## config.mk

```make
export PLATFORM = sky130hd
export DESIGN_NAME = instr_encoder
export DESIGN_NICKNAME = d
export VERILOG_FILES = /design/src/rtl/instr_encoder_pkg.sv /design/src/rtl/instr_encoder_field_pack.sv /design/src/rtl/instr_encoder.sv
export SDC_FILE = /design/constraint.sdc
export NUM_CORES = 1
export LEC_CHECK = 0
export CAP_MARGIN = 40
export CORE_MARGIN = 3
export CORE_UTILIZATION = 45
export DETAILED_ROUTE_END_ITERATION = 10
export GPL_TIMING_DRIVEN = 0
export PLACE_DENSITY = 0.78
export SYNTH_ARGS = -nofsm -noshare
export SYNTH_HDL_FRONTEND = slang
export SYNTH_HIERARCHICAL = 1
export SYNTH_SLANG_ARGS = --single-unit
```

## constraint.sdc

```tcl
create_clock -name i_clk -period 2.7 [get_ports i_clk]
set_input_delay 0.54 -clock i_clk [delete_from_list [all_inputs] [get_ports i_clk]]
set_output_delay 0.54 -clock i_clk [all_outputs]
set_load 0.01 [all_outputs]
```

## src/rtl/instr_encoder_pkg.sv

```systemverilog
// Shared MIPS ISA definitions: opcodes, encoder class codes and the class decode helper.
// The control unit uses the same opcode constants, so edit them with care.
package mips_isa_defs;

    localparam int unsigned OpSelW = 4;

    localparam logic [5:0] OpcRtype = 6'b000000;
    localparam logic [5:0] OpcLw    = 6'b100011;
    localparam logic [5:0] OpcLwc1  = 6'b110001;
    localparam logic [5:0] OpcSw    = 6'b101011;
    localparam logic [5:0] OpcBeq   = 6'b000100;
    localparam logic [5:0] OpcAddi  = 6'b001000;
    localparam logic [5:0] OpcSlti  = 6'b001010;
    localparam logic [5:0] OpcAndi  = 6'b001100;
    localparam logic [5:0] OpcOri   = 6'b001101;

    typedef enum logic [OpSelW-1:0] {
        OpR    = 4'd0,
        OpLw   = 4'd1,
        OpLwc1 = 4'd2,
        OpSw   = 4'd3,
        OpBeq  = 4'd4,
        OpAddi = 4'd5,
        OpSlti = 4'd6,
        OpAndi = 4'd7,
        OpOri  = 4'd8
    } op_class_e;

    typedef enum logic {
        StEmpty = 1'b0,
        StFull  = 1'b1
    } enc_state_e;

    typedef struct packed {
        logic [5:0] opcode;
        logic       legal;
        logic       is_rtype;
    } op_info_t;

    function automatic op_info_t decode_class(input logic [OpSelW-1:0] op_sel);
        op_info_t info;
        info = '{opcode: OpcRtype, legal: 1'b1, is_rtype: 1'b0};
        case (op_sel)
            OpR:    info.is_rtype = 1'b1;
            OpLw:   info.opcode = OpcLw;
            OpLwc1: info.opcode = OpcLwc1;
            OpSw:   info.opcode = OpcSw;
            OpBeq:  info.opcode = OpcBeq;
            OpAddi: info.opcode = OpcAddi;
            OpSlti: info.opcode = OpcSlti;
            OpAndi: info.opcode = OpcAndi;
            OpOri:  info.opcode = OpcOri;
            default: info.legal = 1'b0;
        endcase
        return info;
    endfunction

endpackage

```

## src/rtl/instr_encoder_field_pack.sv

```systemverilog
// Combinational packer: turns an instruction class and its fields into a 32-bit MIPS word.
module instr_field_pack
    import mips_isa_defs::*;
(
    input  logic [OpSelW-1:0] i_op_sel,
    input  logic [4:0]        i_rs,
    input  logic [4:0]        i_rt,
    input  logic [4:0]        i_rd,
    input  logic [4:0]        i_shamt,
    input  logic [5:0]        i_funct,
    input  logic [15:0]       i_imm,
    output logic [31:0]       o_word,
    output logic              o_legal
);

    op_info_t w_info;

    always_comb begin
        w_info  = decode_class(i_op_sel);
        o_legal = w_info.legal;
        o_word  = '0;
        if (w_info.legal) begin
            if (w_info.is_rtype) begin
                o_word = {OpcRtype, i_rs, i_rt, i_rd, i_shamt, i_funct};
            end else begin
                // I-type: rd/shamt/funct are don't-care, imm passes through untouched
                o_word = {w_info.opcode, i_rs, i_rt, i_imm};
            end
        end
    end

endmodule

```

## src/rtl/instr_encoder.sv

```systemverilog
// Instruction encoder: accepts descriptors, packs them and emits word + sequential address
// through a single output holding register.
module instr_encoder
    import mips_isa_defs::*;
#(
    parameter int unsigned ADDR_W = 8
) (
    input  logic              i_clk,
    input  logic              i_rst,
    input  logic              i_base_load,
    input  logic [ADDR_W-1:0] i_base_addr,
    input  logic              i_in_valid,
    output logic              o_in_ready,
    input  logic [3:0]        i_op_sel,
    input  logic [4:0]        i_rs,
    input  logic [4:0]        i_rt,
    input  logic [4:0]        i_rd,
    input  logic [4:0]        i_shamt,
    input  logic [5:0]        i_funct,
    input  logic [15:0]       i_imm,
    output logic              o_out_valid,
    input  logic              i_out_ready,
    output logic [31:0]       o_out_instr,
    output logic [ADDR_W-1:0] o_out_addr,
    output logic              o_err,
    output logic [15:0]       o_count
);

    enc_state_e        r_state;
    enc_state_e        w_state_next;
    logic [31:0]       r_instr;
    logic [ADDR_W-1:0] r_addr;
    logic [ADDR_W-1:0] r_addr_cnt;
    logic              r_err;
    logic [15:0]       r_count;

    logic [31:0]       w_word;
    logic              w_legal;
    logic              w_accept;
    logic              w_load;
    logic              w_consume;

    instr_field_pack u_pack (
        .i_op_sel (i_op_sel),
        .i_rs     (i_rs),
        .i_rt     (i_rt),
        .i_rd     (i_rd),
        .i_shamt  (i_shamt),
        .i_funct  (i_funct),
        .i_imm    (i_imm),
        .o_word   (w_word),
        .o_legal  (w_legal)
    );

    assign o_in_ready  = (r_state == StEmpty) || i_out_ready;
    assign o_out_valid = (r_state == StFull);
    assign w_accept    = i_in_valid && o_in_ready;
    assign w_load      = w_accept && w_legal;
    assign w_consume   = o_out_valid && i_out_ready;

    always_comb begin
        w_state_next = r_state;
        unique case (r_state)
            StEmpty: if (w_load) w_state_next = StFull;
            StFull: begin
                // Illegal accept while draining still empties the register
                if (w_load) begin
                    w_state_next = StFull;
                end else if (w_consume) begin
                    w_state_next = StEmpty;
                end
            end
            default: w_state_next = StEmpty;
        endcase
    end

    always_ff @(posedge i_clk) begin
        if (i_rst) begin
            r_state <= StEmpty;
            r_instr <= '0;
            r_addr  <= '0;
            r_err   <= 1'b0;
        end else begin
            r_state <= w_state_next;
            r_err   <= w_accept && !w_legal;
            if (w_load) begin
                r_instr <= w_word;
                r_addr  <= r_addr_cnt;
            end
        end
    end

    // base_load only lands on an idle, non-accepting cycle; otherwise it is dropped
    always_ff @(posedge i_clk) begin
        if (i_rst) begin
            r_addr_cnt <= '0;
        end else if (w_load) begin
            r_addr_cnt <= r_addr_cnt + ADDR_W'(1);
        end else if ((r_state == StEmpty) && !w_accept && i_base_load) begin
            r_addr_cnt <= i_base_addr;
        end
    end

    always_ff @(posedge i_clk) begin
        if (i_rst) begin
            r_count <= '0;
        end else if (w_consume && (r_count != 16'hFFFF)) begin
            r_count <= r_count + 16'd1;
        end
    end

    assign o_out_instr = r_instr;
    assign o_out_addr  = r_addr;
    assign o_err       = r_err;
    assign o_count     = r_count;

endmodule

```

==> metrics.txt <==
Rel. slew slack=60.8%; WS Path Type=in2reg; required time worst endpoint=2.96 ns; I/O Pins=118; Pre-antenna DRT Iters=5; gr usage total=22.0%; row cnt=31; total vias in the final route=3491; hold buffer count at CTS=0; Hold Crit Class=reg2reg; CP arrival=2.82 ns; Peak Freq=390 MHz; TritonCTS clock tree=done; fraction of layout cells with a size suffix above 1=7.79%; pwr/cell area=479 nW/µm²; synthesized cell area=3390 µm²; Compound-Gate Fraction of Synth Area=15.9%; largest cells by area after synthesis=dfxtp_1 (39%), nand2_1 (10%), mux2i_1 (9.7%); post-cts gate resize count=0; critical path's slowest cell=clkdlybuf4s50_1; Post-DP HPWL=7.13 mm; GPL Wtd Cong=0.839; Final Hold Viols=0; Port Buf Inserts=115; area leader, netlist=dfxtp_1; clock buffer depth=2; Syn Nets=482; Routed WL=9.66 mm; width of the die=92.8 µm; Post-Synth Simple-Gate Area=29.2%; final setup violation count=0; cts bufs inserted=9; fin nets=608; DRC=0; Final Critical Period=2.56 ns; Clock Skew=0.00595 ns; leakage power=0.00181 µW; grt ovf=0; Slew Limit Fails=0; Post-Synth Adder-Cell Area=0.738%; CTS root buf=clkbuf_8; VDD IR max=0.418 mV; Placeable Area=7290 µm²; Cell Chain, Critical Path=clkdlybuf4s50_1 > buf_2 > o31ai_2 > buf_4 > inv_1 > nor3_2 > buf_2 > buf_2 > nand2_1 > a21oi_1; vias per cell=5.36; Tcrit/Tclk final=94.9%; die height=92.8 µm; Post-synth EDFFs=0; worst skew pair latency=0.34 ns; placed cell area=4660 µm²; die area=8610 µm²; CP dominant cell by count=buf_2; origin of the critical flop-to-flop path=o_count[0]; H-tree levels=3; ant diodes=0; post-synthesis mux area share=9.75%; status=finished clean; Post-DRT Antenna Nets=0; Iteration-0 DRC Markers=150; max incr delay on CP=0.41 ns; most instantiated cells after synthesis=nand2_1 (93), dfxtp_1 (66), a21oi_1 (61), mux2i_1 (33), nand2b_1 (17); start point of the critical path=i_op_sel[0]; Syn Area/Cell=8.05 µm²; Worst setup SP type=primary input; post-synth cell types=45; largest family of logic cells by synthesized area=simple AND/OR/NAND/NOR gates; CP max FO=13; max-cap violation count=0; synth warn=6; Slew @ Worst Pin=0.585 ns; vias in the first global route=3196; count leader, synth=nand2_1; routed len/inst=14.8 µm; top cell type's share of synthesized area=39.0%; xor/xnor share of the synthesized area=0.517%; post-synthesis cell count=421; ys async rst share=0%; largest net degree at the start of global routing=14; sequential area share after synthesis=39.0%; #FFs+latches synth=66; worst hold path startpoint=o_out_instr[9]; Area growth syn-to-layout=44.9%; setup_tns=0 ns; Clock Sinks=66; Worst-path clk slew=0.07 ns; Setup Fix Bufs, Post-CTS=0; global-route wire length before repair=15.3 mm; final instance area=4910 µm²; Final Core Density=67.3%; prevailing post-synth register cell=dfxtp_1; initial core utilization=46.5%; CP Capture Type=flop; antenna violations before repair=0
-- state kept, by name, summed over array words and instances (netlist names) --
register	cells
r_addr_cnt	8
o_out_addr	8
o_out_instr	32
o_err	1
o_out_valid	1
o_count	16
-- kinds of logic (layout without fill, tap and decap cells) --
logic type,Yosys count,count (layout)
AND/OR/NAND/NOR,187,187
multiplexers,33,33
AO/OA/AOI/OAI,96,96
buffers and inverters,35,166
XOR/XNOR,2,2
flip-flops,66,66
adder cells (fa/ha/maj),2,2
-- per-layer routing --
metal,part of all wire (%),vias up,GRT usage (%)
li1,-,1743,-
met1,46,1642,28.9
met2,48,94,35.6
met3,4.4,12,5.20
met4,1.8,0,6.84
met5,0,-,0
-- critical path, delay by kind of cell --
| kind | cells | cell delay, ns |
|---|---|---|
| compound gates | 2 | 0.50 |
| buf+inv | 6 | 1.50 |
| simple gates | 2 | 0.28 |
-- final cells by class --
type,count,area (µm²)
Timing Repair Buffer,115,1150
Sequential cell,66,1320
Clock inverter,4,72.6
Buffer,30,149
Multi-Input combinational cell,320,1910
Inverter,5,18.8
Clock buffer,12,165
Fill cell,633,2380
Tap cell,99,124
-- final timing paths --
| check | slack [ns] | cells past startpoint | to |
|---|---|---|---|
| worst max-delay path | 0.14 | 10 | o_out_addr[1] |
| worst min-delay path | 0.45 | 2 | o_out_instr[9] |
| worst max register to register | 0.82 | 6 | o_count[0] |
| worst min register to register | 0.45 | 2 | o_out_instr[9] |
-- placed cells by master, fill, tap and decap left out, types with 2 or more instances in the layout --
master / count
a31oi_1: 4
a21oi_1: 61
dfxtp_1: 66
buf_2: 13
o311ai_0: 2
nor3_1: 3
a32oi_1: 2
nand3_1: 7
mux2i_1: 33
ha_1: 2
bufinv_16: 2
and2_1: 11
clkdlybuf4s50_1: 115
and3_1: 4
nor2_1: 5
nand4_1: 9
nand2_1: 93
nor4_1: 4
or3_1: 13
a211oi_1: 2
inv_1: 4
nand3b_1: 2
or4_1: 4
o31ai_1: 3
buf_6: 2
clkbuf_1: 13
nor3_2: 2
o21ai_0: 15
nand2b_1: 17
clkbuf_8: 12
and4_1: 6
-- per-stage QoR --
stage / cells / total power (µW) / hold slack, ns / setup slack, ns
global placement: 635 / 1400 / 0.442 / -0.270
global route: 651 / 2450 / 0.476 / -0.0388
detailed placement: 635 / 1400 / 0.446 / -0.304
finish: 651 / 2350 / 0.455 / 0.137
CTS: 651 / 2360 / 0.455 / 0.0534
floorplan: 421 / 1220 / 0.446 / 0.590
-- power breakdown --
group / internal (µW) / switching, µW
Clock: 594 / 369
Sequential: 1000 / 23.8
Combinational: 191 / 168
Total: 1790 / 561
(Power assumes the default switching activity.)
